## src/rtl/mem_ctrl_pkg.sv

```systemverilog
// Shared types and helpers for the memory access sequencer.
// Covers states, selector modes and chip-select decoding.
package mem_ctrl_pkg;

  typedef enum logic [2:0] {
    S_IDLE,
    S_SETUP,
    S_ACCESS,
    S_HOLD,
    S_TURN,
    S_ERR
  } state_e;

  localparam logic [2:0] MODE_BYP_UP = 3'b000;
  localparam logic [2:0] MODE_BYP_DN = 3'b001;
  localparam logic [2:0] MODE_ECC1   = 3'b010;
  localparam logic [2:0] MODE_ECC2   = 3'b011;

  localparam logic [1:0] CE_NONE = 2'b11;

  function automatic logic mode_legal(
    input logic [2:0] m
  );
    return (m == MODE_BYP_UP) ||
           (m == MODE_BYP_DN) ||
           (m == MODE_ECC1)   ||
           (m == MODE_ECC2);
  endfunction

  // Bit 1 selects the up chip, bit 0 the down chip; ECC modes use both.
  function automatic logic [1:0] mode_ce_n(
    input logic [2:0] m
  );
    logic [1:0] ce;
    ce = CE_NONE;
    unique case (1'b1)
      (m == MODE_BYP_UP): ce = 2'b01;
      (m == MODE_BYP_DN): ce = 2'b10;
      (m == MODE_ECC1):   ce = 2'b00;
      (m == MODE_ECC2):   ce = 2'b00;
      default:            ce = CE_NONE;
    endcase
    return ce;
  endfunction

endpackage

```

## src/rtl/mem_access_ctrl_if.sv

```systemverilog
// Request, response and memory-side bundle of the access sequencer.
// master = requester side, slave = sequencer side.
interface mem_access_ctrl_if #(
  parameter int ADDR_W = 16
);

  logic              req_valid;
  logic              req_ready;
  logic              req_we;
  logic [ADDR_W-1:0] req_addr;
  logic [2:0]        req_mode;
  logic [15:0]       rd_data_in;
  logic [2:0]        ecc_flag;
  logic              err_clr;
  logic [2:0]        ecc_sel;
  logic [ADDR_W-1:0] mem_addr;
  logic [1:0]        mem_ce_n;
  logic              mem_we_n;
  logic              mem_oe_n;
  logic              data_oe;
  logic              rsp_valid;
  logic              rsp_err;
  logic [15:0]       rsp_rdata;
  logic [2:0]        rsp_flag;
  logic [15:0]       err_cnt;

  modport master (
    output req_valid,
    output req_we,
    output req_addr,
    output req_mode,
    output rd_data_in,
    output ecc_flag,
    output err_clr,
    input  req_ready,
    input  ecc_sel,
    input  mem_addr,
    input  mem_ce_n,
    input  mem_we_n,
    input  mem_oe_n,
    input  data_oe,
    input  rsp_valid,
    input  rsp_err,
    input  rsp_rdata,
    input  rsp_flag,
    input  err_cnt
  );

  modport slave (
    input  req_valid,
    input  req_we,
    input  req_addr,
    input  req_mode,
    input  rd_data_in,
    input  ecc_flag,
    input  err_clr,
    output req_ready,
    output ecc_sel,
    output mem_addr,
    output mem_ce_n,
    output mem_we_n,
    output mem_oe_n,
    output data_oe,
    output rsp_valid,
    output rsp_err,
    output rsp_rdata,
    output rsp_flag,
    output err_cnt
  );

endinterface

```

## src/rtl/sat_counter.sv

```systemverilog
// Saturating up-counter with synchronous clear.
// Clear takes priority over a same-cycle increment.
module sat_counter #(
  parameter int W = 16
) (
  input  logic         clk,
  input  logic         rst_n,
  input  logic         inc_i,
  input  logic         clr_i,
  output logic [W-1:0] cnt_o
);

  logic [W-1:0] cnt_q;
  logic [W-1:0] cnt_d;

  always_comb begin
    cnt_d = cnt_q;
    if (clr_i) begin
      cnt_d = '0;
    end else if (inc_i && (cnt_q != '1)) begin
      cnt_d = cnt_q + W'(1);
    end
  end

  always_ff @(posedge clk or negedge rst_n) begin
    if (!rst_n) begin
      cnt_q <= '0;
    end else begin
      cnt_q <= cnt_d;
    end
  end

  assign cnt_o = cnt_q;

endmodule

```

## src/rtl/mem_access_ctrl.sv

```systemverilog
// Sequencer driving two 16-bit memory chips behind the ECC selector.
// Every output is a flop loaded from the next-state view of the FSM.
module mem_access_ctrl
  import mem_ctrl_pkg::*;
#(
  parameter int ADDR_W   = 16,
  parameter int WAIT_CYC = 2,
  parameter int TURN_CYC = 1
) (
  input  logic               clk,
  input  logic               rst_n,
  mem_access_ctrl_if.slave   bus
);

  localparam int MAXC  = (WAIT_CYC > TURN_CYC) ? WAIT_CYC : TURN_CYC;
  localparam int CNT_W = (MAXC < 2) ? 1 : $clog2(MAXC + 1);

  state_e            state_q, state_d;
  logic [CNT_W-1:0]  cnt_q, cnt_d;
  logic              we_q, we_d;
  logic [ADDR_W-1:0] addr_q, addr_d;
  logic [2:0]        mode_q, mode_d;

  logic              ready_q, ready_d;
  logic [1:0]        ce_q, ce_d;
  logic              we_n_q, we_n_d;
  logic              oe_n_q, oe_n_d;
  logic              doe_q, doe_d;
  logic [2:0]        sel_q, sel_d;
  logic [ADDR_W-1:0] maddr_q, maddr_d;
  logic              vld_q, vld_d;
  logic              rerr_q, rerr_d;
  logic [15:0]       rdata_q, rdata_d;
  logic [2:0]        flag_q, flag_d;

  logic              capture;
  logic              txn;
  logic              acc;

  always_comb begin
    state_d = state_q;
    cnt_d   = cnt_q;
    we_d    = we_q;
    addr_d  = addr_q;
    mode_d  = mode_q;
    capture = 1'b0;

    unique case (state_q)
      S_IDLE: begin
        if (bus.req_valid) begin
          we_d    = bus.req_we;
          addr_d  = bus.req_addr;
          mode_d  = bus.req_mode;
          state_d = mode_legal(bus.req_mode) ? S_SETUP : S_ERR;
        end
      end
      S_SETUP: begin
        state_d = S_ACCESS;
        cnt_d   = CNT_W'(WAIT_CYC - 1);
      end
      S_ACCESS: begin
        if (cnt_q == '0) begin
          state_d = S_HOLD;
          capture = !we_q;
        end else begin
          cnt_d = cnt_q - CNT_W'(1);
        end
      end
      S_HOLD: begin
        if (TURN_CYC > 0) begin
          state_d = S_TURN;
          cnt_d   = CNT_W'(TURN_CYC - 1);
        end else begin
          state_d = S_IDLE;
        end
      end
      S_TURN: begin
        if (cnt_q == '0) begin
          state_d = S_IDLE;
        end else begin
          cnt_d = cnt_q - CNT_W'(1);
        end
      end
      S_ERR: begin
        state_d = S_IDLE;
      end
      default: begin
        state_d = S_IDLE;
      end
    endcase
  end

  // Outputs follow the state being entered so they appear registered.
  always_comb begin
    txn     = (state_d == S_SETUP) ||
              (state_d == S_ACCESS) ||
              (state_d == S_HOLD);
    acc     = (state_d == S_ACCESS);
    ready_d = (state_d == S_IDLE);
    ce_d    = txn ? mode_ce_n(mode_d) : CE_NONE;
    sel_d   = txn ? mode_d : MODE_BYP_UP;
    doe_d   = txn && we_d;
    we_n_d  = !(acc && we_d);
    oe_n_d  = !(acc && !we_d);
    maddr_d = txn ? addr_d : maddr_q;
    vld_d   = (state_d == S_HOLD) || (state_d == S_ERR);
    rerr_d  = (state_d == S_ERR);
    rdata_d = capture ? bus.rd_data_in : rdata_q;
    flag_d  = capture ? bus.ecc_flag : flag_q;
  end

  always_ff @(posedge clk or negedge rst_n) begin
    if (!rst_n) begin
      state_q <= S_IDLE;
      cnt_q   <= '0;
      we_q    <= 1'b0;
      addr_q  <= '0;
      mode_q  <= MODE_BYP_UP;
      ready_q <= 1'b1;
      ce_q    <= CE_NONE;
      we_n_q  <= 1'b1;
      oe_n_q  <= 1'b1;
      doe_q   <= 1'b0;
      sel_q   <= MODE_BYP_UP;
      maddr_q <= '0;
      vld_q   <= 1'b0;
      rerr_q  <= 1'b0;
      rdata_q <= '0;
      flag_q  <= '0;
    end else begin
      state_q <= state_d;
      cnt_q   <= cnt_d;
      we_q    <= we_d;
      addr_q  <= addr_d;
      mode_q  <= mode_d;
      ready_q <= ready_d;
      ce_q    <= ce_d;
      we_n_q  <= we_n_d;
      oe_n_q  <= oe_n_d;
      doe_q   <= doe_d;
      sel_q   <= sel_d;
      maddr_q <= maddr_d;
      vld_q   <= vld_d;
      rerr_q  <= rerr_d;
      rdata_q <= rdata_d;
      flag_q  <= flag_d;
    end
  end

  sat_counter #(
    .W (16)
  ) u_err_cnt (
    .clk   (clk),
    .rst_n (rst_n),
    .inc_i (capture && (bus.ecc_flag != 3'b000)),
    .clr_i (bus.err_clr),
    .cnt_o (bus.err_cnt)
  );

  assign bus.req_ready = ready_q;
  assign bus.mem_ce_n  = ce_q;
  assign bus.mem_we_n  = we_n_q;
  assign bus.mem_oe_n  = oe_n_q;
  assign bus.data_oe   = doe_q;
  assign bus.ecc_sel   = sel_q;
  assign bus.mem_addr  = maddr_q;
  assign bus.rsp_valid = vld_q;
  assign bus.rsp_err   = rerr_q;
  assign bus.rsp_rdata = rdata_q;
  assign bus.rsp_flag  = flag_q;

endmodule

```

## src/flat_wrapper.sv

```systemverilog
// flat-port wrapper written by rule: the top's interface ports become plain ports
module mem_access_ctrl_flat import mem_ctrl_pkg::*;
#(
  parameter int ADDR_W   = 16,
  parameter int WAIT_CYC = 2,
  parameter int TURN_CYC = 1
)
  (clk, rst_n, bus_req_valid, bus_req_we, bus_req_addr, bus_req_mode, bus_rd_data_in, bus_ecc_flag, bus_err_clr, bus_req_ready, bus_ecc_sel, bus_mem_addr, bus_mem_ce_n, bus_mem_we_n, bus_mem_oe_n, bus_data_oe, bus_rsp_valid, bus_rsp_err, bus_rsp_rdata, bus_rsp_flag, bus_err_cnt);
  mem_access_ctrl_if #(.ADDR_W(ADDR_W)) bus_i ();
  input  logic clk;
  input  logic rst_n;
  input wire logic [$bits(bus_i.req_valid)-1:0] bus_req_valid;
  input wire logic [$bits(bus_i.req_we)-1:0] bus_req_we;
  input wire logic [$bits(bus_i.req_addr)-1:0] bus_req_addr;
  input wire logic [$bits(bus_i.req_mode)-1:0] bus_req_mode;
  input wire logic [$bits(bus_i.rd_data_in)-1:0] bus_rd_data_in;
  input wire logic [$bits(bus_i.ecc_flag)-1:0] bus_ecc_flag;
  input wire logic [$bits(bus_i.err_clr)-1:0] bus_err_clr;
  output wire logic [$bits(bus_i.req_ready)-1:0] bus_req_ready;
  output wire logic [$bits(bus_i.ecc_sel)-1:0] bus_ecc_sel;
  output wire logic [$bits(bus_i.mem_addr)-1:0] bus_mem_addr;
  output wire logic [$bits(bus_i.mem_ce_n)-1:0] bus_mem_ce_n;
  output wire logic [$bits(bus_i.mem_we_n)-1:0] bus_mem_we_n;
  output wire logic [$bits(bus_i.mem_oe_n)-1:0] bus_mem_oe_n;
  output wire logic [$bits(bus_i.data_oe)-1:0] bus_data_oe;
  output wire logic [$bits(bus_i.rsp_valid)-1:0] bus_rsp_valid;
  output wire logic [$bits(bus_i.rsp_err)-1:0] bus_rsp_err;
  output wire logic [$bits(bus_i.rsp_rdata)-1:0] bus_rsp_rdata;
  output wire logic [$bits(bus_i.rsp_flag)-1:0] bus_rsp_flag;
  output wire logic [$bits(bus_i.err_cnt)-1:0] bus_err_cnt;
  assign bus_i.req_valid = bus_req_valid;
  assign bus_i.req_we = bus_req_we;
  assign bus_i.req_addr = bus_req_addr;
  assign bus_i.req_mode = bus_req_mode;
  assign bus_i.rd_data_in = bus_rd_data_in;
  assign bus_i.ecc_flag = bus_ecc_flag;
  assign bus_i.err_clr = bus_err_clr;
  assign bus_req_ready = bus_i.req_ready;
  assign bus_ecc_sel = bus_i.ecc_sel;
  assign bus_mem_addr = bus_i.mem_addr;
  assign bus_mem_ce_n = bus_i.mem_ce_n;
  assign bus_mem_we_n = bus_i.mem_we_n;
  assign bus_mem_oe_n = bus_i.mem_oe_n;
  assign bus_data_oe = bus_i.data_oe;
  assign bus_rsp_valid = bus_i.rsp_valid;
  assign bus_rsp_err = bus_i.rsp_err;
  assign bus_rsp_rdata = bus_i.rsp_rdata;
  assign bus_rsp_flag = bus_i.rsp_flag;
  assign bus_err_cnt = bus_i.err_cnt;
  mem_access_ctrl #(.ADDR_W(ADDR_W), .WAIT_CYC(WAIT_CYC), .TURN_CYC(TURN_CYC)) u_core (.clk(clk), .rst_n(rst_n), .bus(bus_i));
endmodule
```

## config.mk

```make
export PLATFORM = sky130hd
export DESIGN_NAME = mem_access_ctrl_flat
export DESIGN_NICKNAME = d
export VERILOG_FILES = /design/src/rtl/mem_ctrl_pkg.sv /design/src/rtl/mem_access_ctrl_if.sv /design/src/rtl/sat_counter.sv /design/src/rtl/mem_access_ctrl.sv /design/src/flat_wrapper.sv
export SDC_FILE = /design/constraint.sdc
export NUM_CORES = 1
export LEC_CHECK = 0
export CORE_MARGIN = 1.5
export CORE_UTILIZATION = 24
export CTS_CLUSTER_DIAMETER = 60
export CTS_CLUSTER_SIZE = 28
export DETAILED_ROUTE_END_ITERATION = 12
export PLACE_DENSITY_LB_ADDON = 0.05
export SETUP_SLACK_MARGIN = 0.02
export SYNTH_ARGS = -nofsm -noshare
export SYNTH_HDL_FRONTEND = slang
export SYNTH_SLANG_ARGS = --single-unit
```

## constraint.sdc

```tcl
create_clock -name clk -period 2.58 [get_ports clk]
set_clock_uncertainty 0.2 [all_clocks]
set_input_delay 0.516 -clock clk [delete_from_list [all_inputs] [get_ports clk]]
set_output_delay 0.516 -clock clk [all_outputs]
set_load 0.005 [all_outputs]
```

### After elaboration in Yosys (flattened, before gate mapping)

Index checks and enable logic that the tools add are counted.
Widths: inputs -> output; s select.

* output and inout port bits: 62
* word-level logic and storage cells: 81
* flip-flop bits (word level): 87

* equal/unequal tests: 16
* $add $sub $neg: 2
* muxes and demuxes: 20
* reductions and logical operators: 26

Operators with widths (count)
* $mux 16: 4
* $eq 3x2->1 const B: 8
* $mux 3: 7
* $add 16x1->16 const B: 1
* $ne 16x16->1 const B: 1
* $pmux 3 s5: 1
* $eq 3x1->1 const B: 4
* $logic_not 3->1: 4
* $pmux 2 s3: 2
* $eq 3x3->1 const B: 2
* $logic_or 1x1->1: 6
* $reduce_bool 3->1: 2
* $logic_and 1x1->1: 5
* $logic_not 1->1: 4
* $mux 1: 4
* $mux 2: 2
* $reduce_or 2->1: 2
* $logic_not 2->1: 1
* $ne 2x2->1 const B: 1
* $reduce_and 2->1: 1
* $reduce_bool 2->1: 1
* $sub 2x1->2 const B: 1

### Longest topological paths before layout

Gate-level depths: netlist (run 1).

* depth in word-level cells: 11
* mapped depth: 7

### Cells and area by module

A second synthesis (run 1) with hierarchy kept.

* cells, all modules: 291
* area, all modules: 3887.5 um2

Modules (own cells, without submodules)
* mem_access_ctrl: cells each 193, area an instance 2945.3 um2, seq. area each 1783.0 um2, times used 1
* sat_counter: cells each 98, area an instance 942.2 um2, seq. area each 400.4 um2, times used 1

### Worst setup path after synthesis (run 1)

OpenSTA, ideal clock, no wires.

* path type: register to register
* start: reg u_core.cnt_q[0]
* end: reg u_core.u_err_cnt.cnt_q[12] (netlist: u_core.u_err_cnt.cnt_o[12])
* arrival time: 1863 ps
* setup time: 125 ps
* cell stages (with the launch flop): 8
* setup slack: 392 ps
* clock period less this slack: 2188 ps
* path through: dfrtp_1 -> inv_1 -> ha_1 -> and4bb_2 -> nand3_4 -> buf_6 -> nor4_1 -> mux2_2

* cells in the longest elaborated chain, start to end: 6

Ends and longest elaborated chain
* start, declared: RTL line mem_access_ctrl.sv:19 `logic [CNT_W-1:0] cnt_q, cnt_d;`
* start signal, assigned: RTL line mem_access_ctrl.sv:132 `cnt_q <= cnt_d;`
* $logic_not 2->1: RTL line mem_access_ctrl.sv:62 `if (cnt_q == '0) begin`
* $mux 1: RTL line mem_access_ctrl.sv:62
* $mux 1: RTL line mem_access_ctrl.sv:48 `unique case (state_q)`
* $logic_and 1x1->1: RTL line mem_access_ctrl.sv:155 `.inc_i (capture && (bus.ecc_flag != 3'b000)),`
* $logic_and 1x1->1: RTL line sat_counter.sv:20 `end else if (inc_i && (cnt_q != '1)) begin`
* $reduce_bool 2->1 (no source line)
* end signal, assigned: RTL line sat_counter.sv:29 `cnt_q <= cnt_d;`
* end, declared: RTL line sat_counter.sv:13 `logic [W-1:0] cnt_q;`

No other way between the ends.
A chain may end at the register's enable or synchronous reset.

### Worst setup path after layout (run 1)

* start: reg u_core.cnt_q[0]
* end: reg u_core.u_err_cnt.cnt_q[3] (netlist: u_core.u_err_cnt.cnt_o[3])

The elaborated chain is that of the path after synthesis.

==> impl_metrics.yaml, run 1 <==
critical_path:
  critPathMaxFanout: 11
  worstPathArrival_ns: 2.34
  setup.worst_path.class: "reg2reg"
  cpPeakStageDelay_ns: 0.49
  end_kind: "register"
  worst_path_max_delay_cell: "or4_1"
  crit_path_cell_trace: "inv_1, ha_1, and4bb_2, nand3_4, buf_4, or4_1, a21oi_1"
  critical_path.startpoint_type: "register"
  critical_path_required_ns: 2.65
timing:
  report.final.hold_viol_count: 0
  final_setup_violating_endpoints: 0
  maxSlewViolCount: 0
  fin_setup_tns_ns: 0
  rsz0062_at_grt: "false"
  max_freq_mhz: 440
  timing.final.crit_period_ns: 2.28
  postLayoutSetupSlackWorst_ns: 0.305
  tightest_slew_ns: 0.511
  layout_worst_path_cycle_share_pct: 88.2
  slew_headroom_pct: 65.8
clock_network:
  cts_inserted_buffers: 9
  clock_insertion_delay_worst_skew_ns: 0.34
  cts_tree: "built"
  htree_levels: 3
  clk_transition_reported_paths_ns: 0.07
  post_cts.resized_instances: 0
  cts_hold_repair.buffers: 1
  cts_post_setup_buffers_inserted: 0
  clockBufferDepth: 2
  tritoncts_num_sinks: 87
  ctsRootBufferMaster: "clkbuf_16"
floorplanning:
  die_w_um: 127
  floorplan.die.height_um: 127
  num_rows: 45
  placeableCoreArea_um2: 15100
  start_util_pct: 24.5
  design.portCount: 105
  fp.dieArea_um2: 16200
place:
  dpl_cell_area_um2: 5090
  numPortBuffers: 104
  dpl.cell_count: 578
  place_hpwl_um: 6400
  dp_slack_ns: 0.103
  gp_routability_congestion: 0.771
global_routing:
  grtUsageTotal_pct: 12.0
  antenna_found_initial: 0
  remaining_global_route_overflow: 0
  via_count_of_the_first_global_routing_pass: 2720
  global_route_wire_length_before_repair_um: 14800
  grt_start_max_net_pins: 50
logic_synthesis:
  netlist_top_cells_count: "82 x dfrtp_1, 58 x mux2_2, 17 x a21oi_1"
  yosysSeqAreaShare_pct: 58.7
  synthesis.area_per_instance_um2: 13.1
  dominantRegCellSynth: "dfrtp_1"
  post_synth_instance_area_um2: 3720
  synth_edf_count: 0
  netlist_instances: 283
  library_cell_with_the_highest_instance_count_after_synthesis: "dfrtp_1"
  synth_seq_cells: 87
  synth.top_cell.area_share_pct: 55.2
  synth_warnings: 0
  leading_area_contributor_after_synthesis: "dfrtp_1"
  yosys.cell_types.count: 45
  synth.net_count: 328
  synth.top_cells.by_area: "dfrtp_1 55%, mux2_2 18%, dfstp_2 3.5%"
  synthArstFlopShare_pct: 100
finish:
  finish.utilization_pct: 35.6
  area_added_between_synthesis_and_finish_pct: 45.2
  final_design_area_no_fill_um2: 5400
  final_nets: 447
  finalNonFillerCells: 595
  insertedDiodeCount: 0
  filler_cell_count: 1485
  drive_gt1_share_pct: 27.3
drt:
  via_per_inst: 4.42
  via_count: 2632
  remaining_drc_errors: 0
  detail_route.first_pass.iterations: 4
  totalWireLength_um: 9290
  first_iter_violations: 49
  detail_route.wl_per_cell_um: 15.6
  ant_nets: 0
power_and_ir_drop:
  p_per_area_nw_per_um2: 1060
  leakage_nw: 2.15
  vdd_drop_max_mv: 0.293
hold_path:
  worstHoldPathType: "reg2reg"
status:
  run_status: "finished, final reports clean"
flow_run:
  drv.max_cap_violation_count: 0
## kinds of logic (layout without fill, tap and decap cells)
kind of cell | after synthesis | in the layout | share of synthesized area, %
flip-flops | 87 | 87 | 58.7
AND/OR/NAND/NOR | 74 | 74 | 12.9
multiplexers | 60 | 60 | 18.1
AO/OA/AOI/OAI | 37 | 37 | 5.99
buffers and inverters | 21 | 145 | 3.13
adder cells (fa/ha/maj) | 2 | 2 | 0.673
XOR/XNOR | 2 | 2 | 0.471
## power breakdown
| part | switching (mW) | total (mW) | internal [mW] |
|---|---|---|---|
| logic | 0.892 | 2.29 | 1.40 |
| clock network | 0.557 | 1.31 | 0.754 |
| registers | 0.213 | 2.14 | 1.93 |
| total | 1.66 | 5.74 | 4.08 |
## path summary, 6_finish.rpt
| kind | startpoint | endpoint | slack [ns] | cells past startpoint |
|---|---|---|---|---|
| hold / removal | u_core.addr_q[13] | u_core.addr_q[13] | 0.29 | 1 |
| hold reg to reg | u_core.addr_q[13] | u_core.addr_q[13] | 0.29 | 1 |
| min in group asynchronous | rst_n | u_core.u_err_cnt.cnt_o[12] | 0.41 | 2 |
| setup / recovery | u_core.cnt_q[0] | u_core.u_err_cnt.cnt_o[3] | 0.30 | 7 |
| max in group asynchronous | rst_n | u_core.bus.mem_ce_n[1] | 1.13 | 3 |
| setup reg to reg | u_core.cnt_q[0] | u_core.u_err_cnt.cnt_o[3] | 0.30 | 7 |
## layout make-up
class / count / area [um2] / share of cell area, %
Inverter: 8 / 30.0 / 0.556
Clock buffer: 10 / 229 / 4.24
Tap cell: 188 / 235 / 4.36
Timing Repair Buffer: 121 / 1210 / 22.3
Clock inverter: 6 / 68.8 / 1.27
Multi-Input combinational cell: 175 / 1450 / 26.8
Sequential cell: 87 / 2180 / 40.4
## layer usage
| layer | share of wire, % | up-vias | global-route usage [%] |
|---|---|---|---|
| li1 | - | 1266 | - |
| met1 | 48 | 1286 | 16.2 |
| met2 | 45 | 69 | 17.9 |
| met3 | 5.0 | 11 | 3.02 |
| met4 | 2.0 | 0 | 6.22 |
| met5 | 0 | - | 0 |
## metrics by stage
step,power (mW),hold slack (ns)
2_1_floorplan,3.31,0.0204
3_3_place_gp,4.47,0.232
3_5_place_dp,4.51,0.231
4_1_cts,5.88,0.299
5_1_grt,6.16,0.311
6_report,5.74,0.294
## flip-flops by register name (all words and copies together) (netlist names)
| register | flops |
|---|---|
| u_core.bus.rsp_flag | 3 |
| u_core.u_err_cnt.cnt_o | 16 |
| u_core.bus.mem_oe_n | 1 |
| u_core.bus.mem_ce_n | 2 |
| u_core.mode_q | 3 |
| u_core.cnt_q | 2 |
| u_core.bus.mem_we_n | 1 |
| u_core.addr_q | 16 |
| u_core.bus.req_ready | 1 |
| u_core.bus.mem_addr | 16 |
| u_core.bus.data_oe | 1 |
| u_core.state_q | 3 |
| u_core.bus.ecc_sel | 3 |
| u_core.bus.rsp_err | 1 |
| u_core.bus.rsp_rdata | 16 |
| u_core.bus.rsp_valid | 1 |
| u_core.we_q | 1 |
## critical path: cells and delay by family, from the launching register on
kind                       cells  cell delay [ns]
buffers and inverters          2             0.27
and+or+nand+nor                3             1.01
adders and majority gates      1             0.16
DFF                            1             0.41
AOI/OAI and AO/OA              1             0.15
## placed cells by master, fill, tap and decap left out, types with 2 or more instances in the layout
cell type,count
clkdlybuf4s50_1,103
dfrtp_1,82
mux2_2,58
a21oi_1,17
buf_4,14
nor2_1,12
nand2_1,9
clkbuf_16,9
inv_1,8
nor2b_1,8
or4_1,8
o31ai_1,8
o21ai_0,6
nand3_1,5
dfstp_2,5
nor3_1,4
clkinvlp_4,4
or3_2,3
nand4_1,3
nor4_1,3
buf_12,3
xnor2_1,2
mux2i_1,2
o21bai_1,2
nor4_2,2
or3_1,2
ha_1,2
Note: power is estimated with default switching activity, not from simulation.
==> run 2, diff against run 1 <==
--- a/config.mk
+++ b/config.mk
@@ -12,6 +12,7 @@
 export DETAILED_ROUTE_END_ITERATION = 12
 export PLACE_DENSITY_LB_ADDON = 0.05
 export SETUP_SLACK_MARGIN = 0.02
+export SKIP_CTS_REPAIR_TIMING = 1
 export SYNTH_ARGS = -nofsm -noshare
 export SYNTH_HDL_FRONTEND = slang
 export SYNTH_SLANG_ARGS = --single-unit
==> results of run 2 <==
The final DEF is identical to that of run 1; final timing and power are the same.
